<file path="src/rtl/div_pkg.sv">
// Shared types and constants for the divider sequencer.
//   div_state_e    : sequencer FSM state (IDLE, WAIT, FIX)
//   WORD_W         : operand / result width
//   DIV_BY_ZERO_LO : quotient written when the divisor is zero
package div_pkg;

  localparam int WORD_W = 32;

  localparam logic [WORD_W-1:0] DIV_BY_ZERO_LO = 32'hFFFFFFFF;

  typedef enum logic [1:0] {
    IDLE = 2'd0,
    WAIT = 2'd1,
    FIX  = 2'd2
  } div_state_e;

endpackage

</file>
<file path="src/rtl/div_sequencer_if.sv">
// Bus between the register-file/ALU control, the divider sequencer and the
// external combinational divider.
//   start/dividend/divisor        : request from control
//   busy/done/div_by_zero/hi/lo   : status and result registers back to control
//   div_q/div_m                   : operand magnitudes to the divider
//   div_quotient/div_remainder    : unsigned results from the divider
// Handshake: start is a request that is only accepted while busy is low;
// a request seen while busy is high is dropped, not queued. done is a
// single-cycle pulse marking that hi/lo/div_by_zero hold a new result, and
// start may be raised in that same cycle for a back-to-back operation.
interface div_sequencer_if;
  import div_pkg::*;

  logic              start;
  logic [WORD_W-1:0] dividend;
  logic [WORD_W-1:0] divisor;
  logic [WORD_W-1:0] div_q;
  logic [WORD_W-1:0] div_m;
  logic [WORD_W-1:0] div_quotient;
  logic [WORD_W-1:0] div_remainder;
  logic              busy;
  logic              done;
  logic              div_by_zero;
  logic [WORD_W-1:0] hi;
  logic [WORD_W-1:0] lo;

  // Sequencer side.
  modport slave (
    input  start, dividend, divisor, div_quotient, div_remainder,
    output div_q, div_m, busy, done, div_by_zero, hi, lo
  );

  // Control/divider side (bench or surrounding datapath).
  modport master (
    output start, dividend, divisor, div_quotient, div_remainder,
    input  div_q, div_m, busy, done, div_by_zero, hi, lo
  );
endinterface

</file>
<file path="src/rtl/div_sign_fix.sv">
// Two's-complement conditional negate: y = neg ? -a : a.
// Used to take magnitudes on the way into the divider and to restore signs
// on the way out.
//   neg : negate when high
//   a   : input word
//   y   : result word
module div_sign_fix
  import div_pkg::*;
(
  input  logic              neg,
  input  logic [WORD_W-1:0] a,
  output logic [WORD_W-1:0] y
);

  assign y = neg ? (~a + 1'b1) : a;

endmodule

</file>
<file path="src/rtl/div_sequencer.sv">
// Multicycle control stage around an external combinational divider.
// Samples signed operands on start, presents their magnitudes to the divider
// for DIV_LATENCY settle cycles, then sign-corrects the results into
// hi (remainder) and lo (quotient) and pulses done.
//   clk, rst_n : clock, asynchronous active-low reset
//   bus        : request/result/divider signals (div_sequencer_if.slave)
//   dbg_state  : current FSM state for observation
module div_sequencer
  import div_pkg::*;
#(
  parameter int DIV_LATENCY = 4,
  parameter bit SIGNED      = 1'b1
) (
  input  logic               clk,
  input  logic               rst_n,
  div_sequencer_if.slave     bus,
  output div_state_e         dbg_state
);

  div_state_e        state, state_next;
  logic [3:0]        cnt;
  logic              sign_q, sign_m, zero_div;
  logic [WORD_W-1:0] div_q_r, div_m_r, hi_r, lo_r;
  logic              done_r, dbz_r;

  logic              in_sign_q, in_sign_m;
  logic [WORD_W-1:0] q_mag, m_mag, lo_fixed, hi_fixed, hi_src;

  assign in_sign_q = bus.dividend[WORD_W-1] & SIGNED;
  assign in_sign_m = bus.divisor[WORD_W-1]  & SIGNED;

  div_sign_fix u_fix_q  (.neg(in_sign_q),       .a(bus.dividend),     .y(q_mag));
  div_sign_fix u_fix_m  (.neg(in_sign_m),       .a(bus.divisor),      .y(m_mag));
  div_sign_fix u_fix_lo (.neg(sign_q ^ sign_m), .a(bus.div_quotient), .y(lo_fixed));

  // On a zero divisor hi must return the original dividend, which is the
  // held magnitude with the dividend sign reapplied -- the same fix-up the
  // remainder gets, so the source is simply muxed ahead of one negator.
  assign hi_src = zero_div ? div_q_r : bus.div_remainder;
  div_sign_fix u_fix_hi (.neg(sign_q), .a(hi_src), .y(hi_fixed));

  always_comb begin
    state_next = state;
    case (state)
      IDLE:    if (bus.start) state_next = WAIT;
      WAIT:    if (cnt == 4'd0) state_next = FIX;
      FIX:     state_next = IDLE;
      default: state_next = IDLE;
    endcase
  end

  always_ff @(posedge clk or negedge rst_n) begin
    if (!rst_n) begin
      state    <= IDLE;
      cnt      <= 4'd0;
      sign_q   <= 1'b0;
      sign_m   <= 1'b0;
      zero_div <= 1'b0;
      div_q_r  <= '0;
      div_m_r  <= '0;
      hi_r     <= '0;
      lo_r     <= '0;
      done_r   <= 1'b0;
      dbz_r    <= 1'b0;
    end else begin
      state  <= state_next;
      done_r <= 1'b0;
      case (state)
        IDLE: begin
          if (bus.start) begin
            sign_q   <= in_sign_q;
            sign_m   <= in_sign_m;
            div_q_r  <= q_mag;
            div_m_r  <= m_mag;
            zero_div <= (bus.divisor == '0);
            dbz_r    <= 1'b0;
            cnt      <= 4'(DIV_LATENCY - 1);
          end
        end
        WAIT: begin
          if (cnt != 4'd0) cnt <= cnt - 4'd1;
        end
        FIX: begin
          lo_r   <= zero_div ? DIV_BY_ZERO_LO : lo_fixed;
          hi_r   <= hi_fixed;
          dbz_r  <= zero_div;
          done_r <= 1'b1;
        end
        default: ;
      endcase
    end
  end

  assign bus.div_q       = div_q_r;
  assign bus.div_m       = div_m_r;
  assign bus.hi          = hi_r;
  assign bus.lo          = lo_r;
  assign bus.done        = done_r;
  assign bus.div_by_zero = dbz_r;
  assign bus.busy        = (state != IDLE);
  assign dbg_state       = state;

endmodule

</file>
<file path="src/flat_wrapper.sv">
// flat-port wrapper written by rule: the top's interface ports become plain ports
module div_sequencer_flat import div_pkg::*;
#(
  parameter int DIV_LATENCY = 4,
  parameter bit SIGNED      = 1'b1
)
  (clk, rst_n, dbg_state, bus_start, bus_dividend, bus_divisor, bus_div_quotient, bus_div_remainder, bus_div_q, bus_div_m, bus_busy, bus_done, bus_div_by_zero, bus_hi, bus_lo);
  div_sequencer_if bus_i ();
  input  logic clk;
  input  logic rst_n;
  output div_state_e dbg_state;
  input wire logic [$bits(bus_i.start)-1:0] bus_start;
  input wire logic [$bits(bus_i.dividend)-1:0] bus_dividend;
  input wire logic [$bits(bus_i.divisor)-1:0] bus_divisor;
  input wire logic [$bits(bus_i.div_quotient)-1:0] bus_div_quotient;
  input wire logic [$bits(bus_i.div_remainder)-1:0] bus_div_remainder;
  output wire logic [$bits(bus_i.div_q)-1:0] bus_div_q;
  output wire logic [$bits(bus_i.div_m)-1:0] bus_div_m;
  output wire logic [$bits(bus_i.busy)-1:0] bus_busy;
  output wire logic [$bits(bus_i.done)-1:0] bus_done;
  output wire logic [$bits(bus_i.div_by_zero)-1:0] bus_div_by_zero;
  output wire logic [$bits(bus_i.hi)-1:0] bus_hi;
  output wire logic [$bits(bus_i.lo)-1:0] bus_lo;
  assign bus_i.start = bus_start;
  assign bus_i.dividend = bus_dividend;
  assign bus_i.divisor = bus_divisor;
  assign bus_i.div_quotient = bus_div_quotient;
  assign bus_i.div_remainder = bus_div_remainder;
  assign bus_div_q = bus_i.div_q;
  assign bus_div_m = bus_i.div_m;
  assign bus_busy = bus_i.busy;
  assign bus_done = bus_i.done;
  assign bus_div_by_zero = bus_i.div_by_zero;
  assign bus_hi = bus_i.hi;
  assign bus_lo = bus_i.lo;
  div_sequencer #(.DIV_LATENCY(DIV_LATENCY), .SIGNED(SIGNED)) u_core (.clk(clk), .rst_n(rst_n), .bus(bus_i), .dbg_state(dbg_state));
endmodule
</file>
<file path="config.mk">
export PLATFORM = sky130hd
export DESIGN_NAME = div_sequencer_flat
export DESIGN_NICKNAME = d
export VERILOG_FILES = /design/src/rtl/div_pkg.sv /design/src/rtl/div_sequencer_if.sv /design/src/rtl/div_sign_fix.sv /design/src/rtl/div_sequencer.sv /design/src/flat_wrapper.sv
export SDC_FILE = /design/constraint.sdc
export NUM_CORES = 1
export LEC_CHECK = 0
export ABC_AREA = 1
export BUFFER_PORTS_ARGS = -buffer_cell sky130_fd_sc_hd__buf_2
export CORE_MARGIN = 5
export CORE_UTILIZATION = 42
export CTS_CLUSTER_SIZE = 10
export DETAILED_ROUTE_END_ITERATION = 10
export GPL_TIMING_DRIVEN = 1
export PLACE_DENSITY = 0.73
export SETUP_SLACK_MARGIN = 0.05
export SLEW_MARGIN = 25
export SYNTH_ARGS = -nofsm -noshare
export SYNTH_HDL_FRONTEND = slang
export SYNTH_SLANG_ARGS = --single-unit
</file>
<file path="constraint.sdc">
create_clock -name clk -period 2.35 [get_ports clk]
set_input_delay 0.1175 -clock clk [delete_from_list [all_inputs] [get_ports clk]]
set_output_delay 0.1175 -clock clk [all_outputs]
set_load 0.1 [all_outputs]
</file>
After elaboration in Yosys (flattened, before gate mapping)
Cells that the tools add are included.

storage, ports and cells
  flip-flop bits (word level) = 139
  bits of input ports = 131
  logic and storage cells = 52

cells by class
  add/subtract/negate cells = 5
  eq/ne operators = 5
  mux-type cells = 15
  bitwise logic cells = 5
  reduce and logical (&&, ||, !) cells = 11

operators with widths
  kind                                                   count
  2-to-1 mux 32 bit                                      6
  adder 32 x 1 -> 32 bit, second input constant          4
  NOT 32 bit                                             4
  logical NOT 32 bit                                     1
  2-to-1 mux 4 bit                                       2
  case mux 4 bit (2 select lines)                        1
  AND reduction 2 bit                                    3
  nonzero test 2 bit                                     3
  logical NOT 4 bit                                      1
  2-to-1 mux 2 bit                                       2
  inequality test 2 x 1 -> 1 bit, second input constant  2
  case mux 2 bit (2 select lines)                        1
  nonzero test 4 bit                                     1
  subtractor 4 x 1 -> 4 bit, second input constant       1
  AND reduction 3 bit                                    1
  equality test 2 x 1 -> 1 bit, second input constant    1
  equality test 2 bit, second input constant             1
  logical NOT 2 bit                                      1
  2-to-1 mux 1 bit                                       2
  inequality test 2 bit, second input constant           1
  case mux 1 bit (2 select lines)                        1
  bitwise XOR 1 bit                                      1

Depth between registers and ports, before layout
Gate-level depths: netlist of run 1.

  depth in word-level cells = 4
  gate-level depth with buffers = 15

Modules after synthesis
A second synthesis of run 1 with hierarchy kept.

second synthesis, totals
  cell total of the unflattened synthesis = 1637
  area, all modules = 10278.6 µm²

by module, submodules not included
  module         times used  cells each  area each (µm²)
  div_sequencer  1           729         5844.4
  div_sign_fix   4           227         1108.6

Worst setup path after synthesis of run 1
Ideal clock, no wire load.

  path type = register -> register
  start point = reg u_core.state[1], in the netlist u_core.dbg_state[1]
  end point = reg u_core.lo_r[16], in the netlist u_core.bus.lo[16]
  arrival = 2191 ps
  data required time = 2228 ps
  slack = 37 ps
  stages on the path, launching flop included = 10
  path through = dfrtp_1 > inv_1 > nor2_2 > inv_2 > nor2_2 > clkinv_1 > nor2_1 > nand2_1 > o21ai_0 > inv_1

on the way
  cells in the longest elaborated chain, start to end = 1

ends and longest elaborated chain
  item                    line                 text
  from (decl)             div_sequencer.sv:20  div_state_e state, state_next;
  from (signal assigned)  div_sequencer.sv:66  state <= state_next;
  equality test 2 bit     div_sequencer.sv:68  case (state)
  to (signal assigned)    div_sequencer.sv:84  lo_r <= zero_div ? DIV_BY_ZERO_LO : lo_fixed;
  to (decl)               div_sequencer.sv:23  logic [WORD_W-1:0] div_q_r, div_m_r, hi_r, lo_r;

Every way passes these cells.
A chain may end at the register's enable or synchronous reset.

Worst setup path in the final report of run 1
  start point = reg u_core.sign_q
  end point = reg u_core.lo_r[17], in the netlist u_core.bus.lo[17]

on the way
  cells in the longest elaborated chain, start to end = 3

ends and longest elaborated chain
  item                    line                 text
  from (decl)             div_sequencer.sv:22  logic sign_q, sign_m, zero_div;
  from (signal assigned)  div_sequencer.sv:71  sign_q <= in_sign_q;
  bitwise XOR 1 bit       div_sequencer.sv:34  div_sign_fix u_fix_lo (.neg(sign_q ^ sign_m), .a(bus.div_quotient), .y(lo_fixed));
  2-to-1 mux 32 bit       div_sign_fix.sv:15   assign y = neg ? (~a + 1'b1) : a;
  2-to-1 mux 32 bit       div_sequencer.sv:84

Every way passes these cells.

==> results of run 1 <==
[timing repair]
action,CTS,global route
hold endpoints to repair,58,0
resized for setup,0,4
hold buffers,16,0
endpoints found under the setup margin,0,15
[cell usage after synthesis, types with 2 or more instances]
cell type  instances
a31oi_1           10
o21ai_0           89
o22ai_1           17
nand3_1          152
nand3b_1           3
nand4_1           28
o21ai_2            4
nor2_1           133
nor4_1             6
nor2_2            14
nand2_1          452
ha_1               5
xnor2_1            6
o21ai_1           23
xor2_1            46
clkbuf_1          26
dfrtp_1          139
buf_1              5
a21oi_1           17
or2_2             12
inv_2              3
buf_6              6
nand2_2           15
inv_1            162
buf_2              8
nor3_1             8
clkinv_1           3
o211ai_1           3
buf_4              2
[area by class of cell]
| class | instances | share of cell area |
|---|---|---|
| repair buffers | 295 | 0.143 |
| clock buffers | 21 | 0.0394 |
| inverters | 168 | 0.0540 |
| clock inverters | 10 | 0.00804 |
| flip-flops and latches | 139 | 0.298 |
| diodes | 5 | 0.00107 |
| well taps | 280 | 0.0300 |
| multi-input cells | 1052 | 0.426 |
[worst min-delay path by stage]
stage	from	endpoint	slack, ps
global route	bus_divisor[15]	u_core.bus.div_m[15]$_DFFE_PN0P_	40
CTS	bus_dividend[29]	u_core.bus.div_q[29]$_DFFE_PN0P_	5
floorplan	rst_n	u_core.bus.div_by_zero$_DFFE_PN0P_	-180
global placement	rst_n	u_core.bus.lo[10]$_DFFE_PN0P_	80
detailed placement	rst_n	u_core.bus.lo[11]$_DFFE_PN0P_	80
finish	bus_dividend[29]	u_core.bus.div_q[29]$_DFFE_PN0P_	20
[placed cells by master, fill, tap and decap left out, types with 3 or more instances in the layout]
| cell | instances |
|---|---|
| ha_1 | 5 |
| o21ai_0 | 89 |
| nor2_1 | 133 |
| buf_4 | 10 |
| nand4_1 | 28 |
| nand2_1 | 451 |
| inv_2 | 3 |
| clkbuf_16 | 17 |
| o21ai_1 | 23 |
| o22ai_1 | 17 |
| nor4_1 | 6 |
| nand3_1 | 151 |
| buf_12 | 5 |
| buf_2 | 262 |
| inv_1 | 162 |
| o21ai_2 | 4 |
| nand2_2 | 16 |
| clkinv_1 | 3 |
| diode_2 | 5 |
| dlygate4sd3_1 | 16 |
| nand3b_1 | 3 |
| dfrtp_1 | 136 |
| a21oi_1 | 17 |
| nor2_2 | 12 |
| o211ai_1 | 3 |
| xor2_1 | 45 |
| a31oi_1 | 10 |
| dfrtp_2 | 3 |
| or2_2 | 12 |
| nor3_1 | 8 |
| clkinvlp_4 | 6 |
| xnor2_1 | 6 |
[routing by layer]
| metal | global-route usage | vias up | wire [um] |
|---|---|---|---|
| li1 | - | 5041 | - |
| met1 | 0.311 | 4602 | 13000 |
| met2 | 0.360 | 380 | 13700 |
| met3 | 0.0679 | 55 | 2660 |
| met4 | 0.0821 | 14 | 735 |
| met5 | 0 | - | 99 |
[cell families (layout without fill, tap and decap cells)]
group,after synthesis,in the layout,share of synthesized area
AND/OR/NAND/NOR,827,827,0.378
flip-flops,139,139,0.374
adder cells (fa/ha/maj),5,5,0.00673
AO/OA/AOI/OAI,168,168,0.0981
other,0,5,0
buffers and inverters,215,494,0.0935
XOR/XNOR,52,52,0.0490
[worst register-to-register path, delay by kind of cell (launching register included)]
kind            cells  cell delay [ps]
xor+xnor            1              180
compound gates      2              190
simple gates        4              740
flops               1              420
buf+inv             3              480
[sequential cells by signal, summed over array words and instances, names as in the netlist]
signal                  cells
u_core.dbg_state            2
u_core.sign_m               1
u_core.bus.hi              32
u_core.cnt                  4
u_core.bus.div_q           32
u_core.zero_div             1
u_core.bus.done             1
u_core.bus.lo              32
u_core.bus.div_m           32
u_core.bus.div_by_zero      1
u_core.sign_q               1
[per-stage QoR]
stage	cells	setup WS, ps	util	hold WS, ps	area [um2]
floorplan	1406	78.6	-	-178	9300
global placement	1918	310	0.501	82.4	10900
detailed placement	1918	208	0.501	82.2	10900
CTS	1965	205	0.534	4.81	11600
global route	1970	78.7	0.535	35.1	11700
finish	1970	238	0.535	21.5	11700
==> reports/results.ini, run 1 <==
[route]
dr.pass1.iters=7
drcViolationCount=0
viasPerCell=5.12
antenna_left=0
drt_iter0_drc=705
post_drt_wl_per_cell_um=15.3
wirelength_mm=30.2
num_vias=10100

[global_routing]
grt_pass1_wl_mm=48.9
grt_pass1_vias=9581
grtUsageTotal=0.232
grt_max_degree=54
overflow=0
grt_antenna_before_repair=12

[synthesis]
synth_edf_count=0
ys_warn_count=0
synth_ff_type=dfrtp_1
avgSynthCellArea_um2=6.61
synth_cell_types=38
post-synth-top-area-cell=dfrtp_1
syn-num-nets=1542
synth_top_area_frac=0.374
synthTopCellsByArea=dfrtp_1 (37%), nand2_1 (18%), nand3_1 (8.2%), inv_1 (6.5%), nor2_1 (5.4%)
ys_ff_latch=139
synth_seq_area_share=0.374
syn_inst=1406
syn_area_um2=9300
async_reset_ff_frac=1.00

[timing]
finalCriticalPeriod_ps=2110
slew_violations=0
rsz0062_at_grt=false
setup_viol=0
slew_headroom=0.612
clock_skew_ps=8.97
finalCritPeriodShare=0.899
worst_slew_pin_slew_ps=580
clock.fmax_mhz=474
finalHoldViolations=0
setup_tns_ps=0

[cts]
cts_tree=yes
h-tree-depth=4
postCtsSetupRepairBufs=0
root_buffer=clkbuf_16
cts_num_sinks=139
cts_buffer_depth=2
cts_inserted_buffers=17
clk_latency_ps=420
clk_pin_slew_worst_paths_ps=60

[floorplanning]
row_count=54
initial_utilization=0.426
die_w_um=159
core_um2=21800
pin_count=264
fp.dieH_um=159
dieArea_um2=25200

[cells_and_area]
fill_cells=2164
synthToLayoutAreaGrowth_pct=25.6
drive_gt1_frac=0.216
seqCellArea_um2=3480
final_nets=1809
multiInputGateArea_um2=4970

[worst_setup_path]
cpMostUsedCell=nor2_1
regToRegStartpoint=u_core.sign_q$_DFFE_PN0P_
start_kind=flop
crit_chain=xor2_2, buf_12, inv_1, a21oi_2, nor2_1, nor2_1, nor2_1, nand2_1, o21ai_0, inv_1
path_depth=10
cp_num_buf_inv=3
critPathMaxFanout=31
cp.required_ps=2650
r2r_setup_slack_ps=240
path_class=flop to flop
end_kind=flop
r2r_cells=10
critPathLaunch=u_core.sign_q$_DFFE_PN0P_
path_delay_family=simple AND/OR/NAND/NOR gates
critPathSlowestCell=nor2_1
crit_path_end=u_core.bus.lo[17]$_DFFE_PN0P_
arrival_ps=2410
critPathMaxStageDelay_ps=470
r2r_end=u_core.bus.lo[17]$_DFFE_PN0P_

[min_path]
whs_path_depth=4
min_path_type=primary input to flop

[placement]
gp_congestion=0.958
portBuffers=263
dpl.hpwl_mm=23.4

[run]
cap_viol_max_count=0

[status]
status=finished, final reports clean

Power of run 1 is not shown: default switching activity piles up to over one toggle a cycle in this logic, so the estimate is an artifact.
==> run 2, diff against run 1 <==
--- a/config.mk
+++ b/config.mk
@@ -8,11 +8,12 @@
 export ABC_AREA = 1
 export BUFFER_PORTS_ARGS = -buffer_cell sky130_fd_sc_hd__buf_2
 export CORE_MARGIN = 5
-export CORE_UTILIZATION = 42
+export CORE_UTILIZATION = 53
 export CTS_CLUSTER_SIZE = 10
 export DETAILED_ROUTE_END_ITERATION = 10
 export GPL_TIMING_DRIVEN = 1
-export PLACE_DENSITY = 0.73
+export HOLD_SLACK_MARGIN = 0.15
+export PLACE_DENSITY = 0.87
 export SETUP_SLACK_MARGIN = 0.05
 export SLEW_MARGIN = 25
 export SYNTH_ARGS = -nofsm -noshare
==> run 2 against run 1 <==
First-iteration DRC count increased by 49%. Utilization increased by 19 points. Hold slack improved by 130 ps. Critical path type is now primary input to flop. Largest cell class unchanged.
==> reports/results.ini, run 2 (synthesis gave the netlist of run 1 again) <==
[worst_setup_path]
r2r_end=u_core.bus.lo[22]$_DFFE_PN0P_
path_class=primary input to flop
cp.required_ps=2660
r2r_cells=10
arrival_ps=2430
regToRegStartpoint=u_core.sign_m$_DFFE_PN0P_
r2r_setup_slack_ps=240
start_kind=primary input
critPathMaxFanout=5
end_kind=flop

[global_routing]
grt_util_met3=0.0685
grt_antenna_before_repair=1
groute.layer.met2.usage=0.515
overflow=0
grt_max_degree=56
grt_pass1_vias=10600
grt_use_met1=0.405
grt.busiest_layer=met2
grt_pass1_wl_mm=52.2
grtUsageTotal=0.317

[route]
drt_iter0_drc=1052
viasPerCell=5.48
dr.pass1.iters=6
drcViolationCount=0
wirelength_mm=32.5
antenna_left=0
post_drt_wl_per_cell_um=16.3
num_vias=11000

[power_and_ir_drop]
power.density_nw_per_um2=1600
total_power_mw=19.8
leakage_nw=6.39
peakVddDrop_uv=1420

[run]
cap_viol_max_count=0

[cts]
cts_buffer_depth=2
h-tree-depth=4
cts_tree=yes
cts_inserted_buffers=17
clk_pin_slew_worst_paths_ps=70
cts_num_sinks=139
clk_latency_ps=430
root_buffer=clkbuf_16

[cells_and_area]
synthToLayoutAreaGrowth_pct=33.7
final_nets=1896
fin_cells=2000
multiInputGateArea_um2=4970
drive_gt1_frac=0.206
finish.utilization=0.721
seqCellArea_um2=3480
final_cell_mix=nand2_1 (451), buf_2 (262), inv_1 (162), nand3_1 (152), dfrtp_1 (137)
final_common_cell=nand2_1
fill_cells=1379

[timing]
setup_viol=0
finalCriticalPeriod_ps=2120
finalHoldViolations=0
slew_headroom=0.603
clock_skew_ps=9.17
slew_violations=0
worst_slew_pin_slew_ps=596
setup_tns_ps=0
layout_setup_ws_ps=230
rsz0062_at_grt=false
clock.fmax_mhz=472
finalCritPeriodShare=0.902

[floorplanning]
dieArea_um2=20300
row_count=48
pin_count=264
core_um2=17200
initial_utilization=0.539
fp.dieH_um=142
die_w_um=142

[placement]
place_inst=1863
pre_cts_slack_ps=270
dpl.hpwl_mm=23.2
portBuffers=263
gp_congestion=0.944

[min_path]
holdPathEnd=u_core.bus.div_m[31]$_DFFE_PN0P_
min_path_type=primary input to flop
whs_path_depth=4
hp-start=bus_divisor[28]

[status]
status=finished, final reports clean

==> run 2: cell count changes in the layout (fill, tap and decap cells not counted), moves of 2 or more <==
cell           previous run  this run
dlygate4sd3_1            16       103
inv_6                     1         7
buf_4                    10        13
diode_2                   5         2
buf_12                    5         3
clkinv_2                  2         0
==> run 2: worst max-delay path, stage by stage <==
cell and delay, ps:
dlygate4sd3_1 530, buf_2 120, inv_1 90, ha_1 230
nand3_1 140, nand2_1 170, nand3_1 190, nor2_1 400
nand2_1 130, nand2_1 90, nand3_1 70, o21ai_1 80
inv_1 60
==> run 2: layout make-up <==
cell class / count / share of cell area
Multi-Input combinational cell: 1052 / 0.400
Timing Repair Buffer: 382 / 0.202
Inverter: 168 / 0.0507
Clock inverter: 13 / 0.00856
Clock buffer: 19 / 0.0356
Sequential cell: 139 / 0.280
Antenna cell: 2 / 0.000403
Tap cell: 225 / 0.0227
==> run 2: layer usage <==
layer / vias up / part of all wire
met2: 655 / 0.46
li1: 5209 / -
met5: - / 0
met3: 133 / 0.10
met1: 4959 / 0.39
met4: 0 / 0.046
==> run 2: what timing repair did <==
item	in CTS	in global routing
hold buffers	103	0
endpoints found under the setup margin	0	1
gates resized for setup	0	1
setup buffers	0	0
hold endpoints to repair	240	0
==> run 2: how the worst max path moves through the flow <==
| stage | from | end | slack (ps) | cells past startpoint |
|---|---|---|---|---|
| global placement | u_core.zero_div$_DFFE_PN0P_ | u_core.bus.hi[30]$_DFFE_PN0P_ | 300 | 10 |
| CTS | bus_dividend[0] | u_core.bus.div_q[31]$_DFFE_PN0P_ | 130 | 10 |
| floorplan | u_core.bus.div_q[1]$_DFFE_PN0P_ | u_core.bus.hi[16]$_DFFE_PN0P_ | 80 | 13 |
| detailed placement | u_core.zero_div$_DFFE_PN0P_ | u_core.bus.hi[26]$_DFFE_PN0P_ | 270 | 11 |
| global route | u_core.zero_div$_DFFE_PN0P_ | u_core.bus.hi[26]$_DFFE_PN0P_ | 60 | 13 |
| finish | bus_div_quotient[0] | u_core.bus.lo[22]$_DFFE_PN0P_ | 230 | 13 |
==> run 2: through the flow <==
stage	hold WS, ps	area (um2)
after floorplan	-178	9300
after detailed placement	115	10800
final	154	12400
after global placement	117	10800
after global routing	171	12400
after CTS	152	12400
==> run 2: power by group <==
group | switching [mW] | internal, mW | total (mW) | leakage [nW]
clock | 1.15 | 1.40 | 2.55 | 0.250
sequential | 0.751 | 3.46 | 4.21 | 1.62
combinational | 10.8 | 2.22 | 13.1 | 4.52
total | 12.7 | 7.08 | 19.8 | 6.39
(Power assumes the default switching activity.)
